### src/rtl/spi_transfer_scheduler.sv
`default_nettype none
// ============================================================================
// Module      : spi_transfer_scheduler
// Description : Round-robin arbiter that shares one multi-channel SPI master
//               between N_REQ requesters. A granted request is copied onto
//               spi_data and launched with a one-cycle spi_start pulse. The
//               scheduler then waits for spi_done or a timeout, returns the
//               received words tagged with the requester index, and enforces
//               GAP idle cycles before the next grant.
// Ports       : SCLK          block clock
//               reset         synchronous, active-low
//               req_valid     per-requester request valid
//               req_ready     per-requester accept (one-hot or zero)
//               req_data      packed request words, requester-major
//               spi_data      registered words presented to the SPI master
//               spi_start     one-cycle launch pulse
//               spi_done      SPI completion pulse
//               spi_rx        received words, valid with spi_done
//               resp_valid    response valid
//               resp_ready    response accept
//               resp_data     received words, or 0 on timeout
//               resp_id       index of the requester served
//               resp_timeout  transfer ended by timeout
// Revision    : 1.0 - initial release
// ============================================================================
module spi_transfer_scheduler #(
  parameter int N_REQ      = 4,
  parameter int N_CHANNELS = 3,
  parameter int SPI_WIDTH  = 12,
  parameter int TIMEOUT    = 1024,
  parameter int GAP        = 2
) (
  input  logic                                      SCLK,
  input  logic                                      reset,
  input  logic [N_REQ-1:0]                          req_valid,
  output logic [N_REQ-1:0]                          req_ready,
  input  logic [N_REQ*N_CHANNELS*SPI_WIDTH-1:0]     req_data,
  output logic [N_CHANNELS*SPI_WIDTH-1:0]           spi_data,
  output logic                                      spi_start,
  input  logic                                      spi_done,
  input  logic [N_CHANNELS*SPI_WIDTH-1:0]           spi_rx,
  output logic                                      resp_valid,
  input  logic                                      resp_ready,
  output logic [N_CHANNELS*SPI_WIDTH-1:0]           resp_data,
  output logic [$clog2(N_REQ)-1:0]                  resp_id,
  output logic                                      resp_timeout
);

  localparam int DW    = N_CHANNELS * SPI_WIDTH;
  localparam int ID_W  = $clog2(N_REQ);
  localparam int CNT_W = (TIMEOUT > 1) ? $clog2(TIMEOUT) : 1;
  localparam int GAP_W = (GAP > 1) ? $clog2(GAP) : 1;

  localparam logic [2:0] S_IDLE    = 3'd0;
  localparam logic [2:0] S_LAUNCH  = 3'd1;
  localparam logic [2:0] S_WAIT    = 3'd2;
  localparam logic [2:0] S_RESPOND = 3'd3;
  localparam logic [2:0] S_GAP     = 3'd4;

  logic [2:0]       state;
  logic [2:0]       next_state;
  logic [ID_W-1:0]  last;
  logic [ID_W-1:0]  grant;
  logic             grant_found;
  logic [CNT_W-1:0] tcnt;
  logic [GAP_W-1:0] gcnt;
  logic             tcnt_expired;
  logic             gap_done;

  function automatic logic [ID_W-1:0] wrap_idx(input int v);
    return ID_W'(v % N_REQ);
  endfunction

  // Scan from the highest offset down so the lowest offset after 'last'
  // is the one left standing: that is the round-robin winner.
  always_comb begin
    grant       = '0;
    grant_found = 1'b0;
    for (int i = N_REQ; i >= 1; i--) begin
      if (req_valid[wrap_idx(int'(last) + i)]) begin
        grant       = wrap_idx(int'(last) + i);
        grant_found = 1'b1;
      end
    end
  end

  assign tcnt_expired = (tcnt == CNT_W'(TIMEOUT - 1));
  assign gap_done     = (gcnt == GAP_W'(GAP - 1));

  // State register
  always_ff @(posedge SCLK) begin
    if (!reset) state <= S_IDLE;
    else        state <= next_state;
  end

  // Next-state logic
  always_comb begin
    next_state = state;
    case (state)
      S_IDLE:    if (grant_found) next_state = S_LAUNCH;
      S_LAUNCH:  next_state = S_WAIT;
      S_WAIT:    if (spi_done || tcnt_expired) next_state = S_RESPOND;
      S_RESPOND: if (resp_ready) next_state = (GAP == 0) ? S_IDLE : S_GAP;
      S_GAP:     if (gap_done) next_state = S_IDLE;
      default:   next_state = S_IDLE;
    endcase
  end

  // Outputs. req_ready is held off while reset is asserted so nothing is
  // accepted on a cycle the scheduler is being cleared.
  always_comb begin
    req_ready  = '0;
    spi_start  = 1'b0;
    resp_valid = 1'b0;
    case (state)
      S_IDLE:    if (reset && grant_found) req_ready[grant] = 1'b1;
      S_LAUNCH:  spi_start  = 1'b1;
      S_RESPOND: resp_valid = 1'b1;
      default:   ;
    endcase
  end

  // Datapath registers and counters
  always_ff @(posedge SCLK) begin
    if (!reset) begin
      last         <= ID_W'(N_REQ - 1);
      spi_data     <= '0;
      resp_data    <= '0;
      resp_id      <= '0;
      resp_timeout <= 1'b0;
      tcnt         <= '0;
      gcnt         <= '0;
    end else begin
      case (state)
        S_IDLE: begin
          if (grant_found) begin
            spi_data <= req_data[int'(grant)*DW +: DW];
            resp_id  <= grant;
            last     <= grant;
          end
        end
        S_LAUNCH: tcnt <= '0;
        S_WAIT: begin
          tcnt <= tcnt + CNT_W'(1);
          // A completion in the final timeout cycle still counts as success.
          if (spi_done) begin
            resp_data    <= spi_rx;
            resp_timeout <= 1'b0;
          end else if (tcnt_expired) begin
            resp_data    <= '0;
            resp_timeout <= 1'b1;
          end
        end
        S_RESPOND: gcnt <= '0;
        S_GAP:     gcnt <= gcnt + GAP_W'(1);
        default:   ;
      endcase
    end
  end

endmodule
`default_nettype wire

### config.mk
export PLATFORM = sky130hd
export DESIGN_NAME = spi_transfer_scheduler
export DESIGN_NICKNAME = d
export VERILOG_FILES = /design/src/rtl/spi_transfer_scheduler.sv
export SDC_FILE = /design/constraint.sdc
export NUM_CORES = 1
export LEC_CHECK = 0
export ABC_AREA = 0
export CORE_MARGIN = 8
export CORE_UTILIZATION = 37
export CTS_BUF_LIST = sky130_fd_sc_hd__clkbuf_16
export CTS_CLUSTER_DIAMETER = 80
export DETAILED_ROUTE_END_ITERATION = 10
export GPL_TIMING_DRIVEN = 0
export PLACE_DENSITY_LB_ADDON = 0.15
export SLEW_MARGIN = 40
export SYNTH_ARGS = -nofsm -noshare
export SYNTH_HDL_FRONTEND = slang
export SYNTH_SLANG_ARGS = --single-unit
### constraint.sdc
create_clock -name SCLK -period 2.3 [get_ports SCLK]
set_input_delay 0.46 -clock SCLK [delete_from_list [all_inputs] [get_ports SCLK]]
set_output_delay 0.46 -clock SCLK [all_outputs]
set_load 0.02 [all_outputs]
# Yosys cells after proc, flatten, opt, wreduce, memory -nomap -nowiden
# Cells that the tools add are included.
# classes
reduce_logical	10
multipliers	1
mux	33
add_sub_neg	6
shift	1
n_eq_ne	9
magnitude_cmp	6
# op_table
operator	n
$shiftx 144x9->36	1
$mux 36	2
$pmux 10 s2	1
$lt 2x3->1 const B	5
$pmux 3 s5	1
$mux 1	13
$mux 3	4
$add 10x1->10 const B	1
$eq 10x10->1 const B	1
$bmux 1 s2	4
$mux 2	4
$mux 4	2
$ne 2x2->1 const B	4
$eq 3x2->1 const B	2
$mul 2x4->6 const B	1
$reduce_bool 2->1	3
$add 2x1->2 const B	2
$add 2x2->2 const B	2
$reduce_and 2->1	2
$reduce_and 4->1	1
$eq 3x1->1 const B	1
$eq 3x3->1 const B	1
$logic_not 3->1	1
$demux 1 s2	1
other kinds (5)	6
# totals
out_inout_bits	81
reg_bits	91
word_cells	74
inputBits	188

# Longest topological paths before layout
# depth
depth_word	13
mapped_depth	8
ltp_nobuf	6

# Worst setup path before layout
# No wires, ideal clock.
# synth_path
path_kind	input port to output port
startpoint	input req_valid[0]
endpoint	output req_ready[1]
slack_ns	0.150
path_buffers	2
arrival_ns	1.690
stages	7
required_time_ns	1.840
path_cell_list	or4_1 nand3_1 inv_1 nand2b_1 buf_2 buf_2 nor2_1
# synth_between
elab_chain_len	12
word_cells_on_any_way	24
cone_classes	order compare: 2; mux: 20; reduce/logical: 2
# synth_rtl
item	line_no	text
start, declared	35	input logic [N_REQ-1:0] req_valid,
$bmux 1 s2	80	if (req_valid[wrap_idx(int'(last) + i)]) begin
$mux 1 (not written as such)	80	
$mux 2 (4 in a row)	80	
$lt 2x3->1 (not written as such) or $ge 2x1->1 (tied branches)	116	S_IDLE: if (reset && grant_found) req_ready[grant] = 1'b1;
$logic_and 1x1->1 (not written as such)	116	
$mux 1 (not written as such)	116	
$demux 1 s2	116	
$mux 4 (*)	116	
$mux 4 (*)	115	case (state)
end, declared	36	output logic [N_REQ-1:0] req_ready,
# Mark *: on every way between the ends. The rest lies on a longest branch, timed or not. The select of a mux whose other input is x is not followed.

# Worst setup path in the final report
# layout_path
startpoint	register last[1]
endpoint	output req_ready[1]
# layout_between
elab_chain_len	13
word_cells_on_any_way	28
cone_classes	add/sub: 4; order compare: 2; mux: 20; reduce/logical: 2
# layout_rtl
item	line_no	text
start, declared	62	logic [ID_W-1:0] last;
start signal, assigned	126	last <= ID_W'(N_REQ - 1);
start signal, assigned	139	last <= grant;
$add 2x1->2	80, 81	
$bmux 1 s2	80	
$mux 1 (not written as such)	80	
$mux 2 (4 in a row)	80	
$lt 2x3->1 (not written as such) or $ge 2x1->1 (tied branches)	116	
$logic_and 1x1->1 (not written as such)	116	
$mux 1 (not written as such)	116	
$demux 1 s2	116	
$mux 4 (*)	116	
$mux 4 (*)	115	
# Marks and branches as above.

==> flow_summary.json <==
{
  "cp-start-kind": "flip-flop",
  "tns_ns": 0,
  "netlist-cell-type-count": 41,
  "cts_root_buffer": "clkbuf_16",
  "rows": 39,
  "worstMarginPinSlew_ns": 0.538,
  "combinationalPowerShare_pct": 35.3,
  "cp.arrival_ns": 1.78,
  "reg2reg_from": "tcnt[0]",
  "power.density_nw_per_um2": 670,
  "status": "finished clean",
  "finalHoldViolations": 0,
  "routedWlPerCell_um": 19.9,
  "min_delay_path_depth": 2,
  "vias_per_cell": 5.23,
  "die-area_um2": 15200,
  "holdCritPathClass": "input pin to flip-flop",
  "nFillCells": 942,
  "finalPower_uw": 5010,
  "tritoncts": "done",
  "synth_cells": 452,
  "rrSetupSlack_ns": 0.28,
  "crit_family": "buffers and inverters",
  "layout.nets": 924,
  "holdWs_ns": 0.412,
  "regArea_um2": 1830,
  "dp_slack_ns": -1.03,
  "holdPathEnd": "tcnt[6]",
  "grt_use_total_pct": 22.2,
  "clk_latency_ns": 0.34,
  "irDropWorstVdd_mv": 0.361,
  "slew_violations": 0,
  "critPathMaxStageDelay_ns": 0.37,
  "internal_power_uw": 3430,
  "grt_pass1_vias": 4865,
  "wl_mm": 17.6,
  "seq_area_frac_synth_pct": 42.8,
  "finClkSkew_ns": 0.00860,
  "switching_power_uw": 1580,
  "crit_chain": "and3b_1, o31a_1, buf_2, buf_12, nor2_1, buf_4",
  "clkTransAtPathRegs_ns": 0.06,
  "setup_ws_ns": 0.0600,
  "layout.cells.non_filler": 883,
  "ys_ff_latch": 91,
  "drc_errors": 0,
  "cap_viol_max_count": 0,
  "layout_common_cells": "257 x clkdlybuf4s50_1, 88 x dfxtp_1, 75 x mux2i_1",
  "synth_area_um2": 4260,
  "drtAntennaViolNets": 0,
  "cp_slowest_cell": "dfxtp_4",
  "cp.buffers_inverters": 3,
  "rsz0062_at_grt": "true",
  "dp_cells": 862,
  "multi_input_area_um2": 2220,
  "overflow": 0,
  "num_vias": 4616,
  "required_ns": 1.84,
  "crit_type": "flip-flop to output pin",
  "die_w_um": 123,
  "ctsHoldBuffers": 0,
  "first_pass_iters": 5,
  "core_um2": 11300,
  "slew_headroom_pct": 63.8,
  "final_common_cell": "clkdlybuf4s50_1",
  "avgSynthCellArea_um2": 9.42,
  "p_sw_share_pct": 31.6,
  "syn_to_final_growth_pct": 75.6,
  "initial_utilization_pct": 37.6,
  "clock-sinks": 91,
  "grt_start_max_net_pins": 20,
  "fin_crit_sh_pct": 97.4,
  "layout-drive-gt1-share_pct": 10.4,
  "cts_buffers": 9,
  "die_y_um": 123,
  "dp_hpwl_mm": 14.2,
  "syn_nets": 641,
  "leakage_uw": 0.00292,
  "drtIter0Drc": 235,
  "gp_congestion": 0.811,
  "pwr-share-seq_pct": 37.0,
  "grt_pass1_wl_mm": 26.3,
  "hold_start": "reset",
  "setup_viol": 0,
  "cp-end-kind": "output pin",
  "worstReg2RegEnd": "resp_data[21]",
  "period_needed_ns": 2.24,
  "max_freq_ghz": 0.446,
  "rr_worst_depth": 7,
  "diodes": 0,
  "htree_levels": 3,
  "crit_fanout": 19,
  "clockBufferDepth": 2,
  "port_buffers": 267,
  "p_clk_share_pct": 27.7,
  "io_pins": 269,
  "antenna_found_initial": 0,
  "yosysWarnings": 0
}
-- Yosys cell counts (all sizes together) --
cell type / instances / share of area (%)
and2: 5 / 0.76
and3: 2 / 0.29
and3b: 1 / 0.21
o22ai: 2 / 0.29
nand3: 10 / 1.2
or2: 1 / 0.15
buf: 26 / 4.1
mux2: 2 / 0.53
a211oi: 3 / 0.53
nand2: 44 / 3.9
or3b: 1 / 0.21
o311a: 1 / 0.26
o31a: 1 / 0.21
nor2: 57 / 5.0
nor4: 1 / 0.50
mux2i: 75 / 18
nand3b: 3 / 0.62
inv: 9 / 0.79
a22oi: 38 / 6.7
nor3: 4 / 0.59
or3: 1 / 0.15
a211o: 1 / 0.21
a31oi: 1 / 0.15
o31ai: 1 / 0.18
a21oi: 9 / 1.1
or4: 2 / 0.35
clkbuf: 9 / 1.0
ha: 1 / 0.29
nor2b: 4 / 0.59
nand4: 2 / 0.29
o21ai: 6 / 0.71
o221ai: 36 / 7.4
nand2b: 2 / 0.29
dfxtp: 91 / 43
-- how the worst max path moves through the flow --
stage / to / startpoint / slack [ns] / cells past startpoint
after floorplan: req_ready[1] / req_valid[0] / 0.15 / 7
after global placement: req_ready[3] / req_valid[1] / -0.99 / 9
after detailed placement: req_ready[3] / req_valid[1] / -1.03 / 9
after CTS: req_ready[1] / req_valid[3] / 0.002 / 7
after global routing: req_ready[0] / last[1] / -0.04 / 8
final: req_ready[1] / last[1] / 0.06 / 6
-- registers in the layout (all words and copies together), names as in the netlist --
| name | cells |
|---|---|
| resp_data | 36 |
| spi_data | 36 |
| tcnt | 10 |
| state | 3 |
| last | 2 |
| resp_id | 2 |
| gap_done | 1 |
| resp_timeout | 1 |
-- what timing repair did --
item                                    CTS  global route
pin swaps                                 1             2
endpoints found under the setup margin    6             7
setup buffers                             6             1
gates resized for setup                  47            15
cloned                                    0             0
hold endpoints to repair                  0             0
-- routing by layer --
metal / global-route usage [%] / share of wire [%]
met2: 38.5 / 50
met3: 10.2 / 11
met1: 24.2 / 38
met4: 5.27 / 1.2
met5: 0 / 0
-- power groups by stage --
| stage | Sequential (uW) | Combinational, uW | Clock, uW |
|---|---|---|---|
| final | 1850 | 1770 | 1390 |
| after global routing | 1870 | 1890 | 1500 |
| after CTS | 1850 | 1770 | 1420 |
| after detailed placement | 1880 | 1740 | 0 |
| after global placement | 1880 | 1710 | 0 |
| after floorplan | 2060 | 696 | 0 |
-- cell type report --
| type | count | share of cell area (%) |
|---|---|---|
| well taps | 143 | 2.39 |
| multi-input cells | 317 | 29.8 |
| plain buffers | 33 | 3.06 |
| clock buffers | 9 | 3.01 |
| repair buffers | 274 | 36.1 |
| flip-flops and latches | 91 | 24.5 |
| clock inverters | 7 | 0.720 |
| inverters | 9 | 0.452 |
-- cell families (layout without fill, tap and decap cells) --
kind of cell / after synthesis / after routing / synth area share, %
buffers and inverters: 44 / 332 / 5.97
AND/OR/NAND/NOR: 140 / 140 / 15.1
AO/OA/AOI/OAI: 99 / 99 / 17.7
adder cells (fa/ha/maj): 1 / 1 / 0.294
flip-flops: 91 / 91 / 42.8
multiplexers: 77 / 77 / 18.2
-- stage by stage --
step                      area [um2]  util (%)
after floorplan                 4260         -
after global placement          7110      62.8
after detailed placement        7110      62.8
after CTS                       7440      65.8
after global routing            7470      66.0
final                           7470      66.0
(Power assumes the default switching activity.)
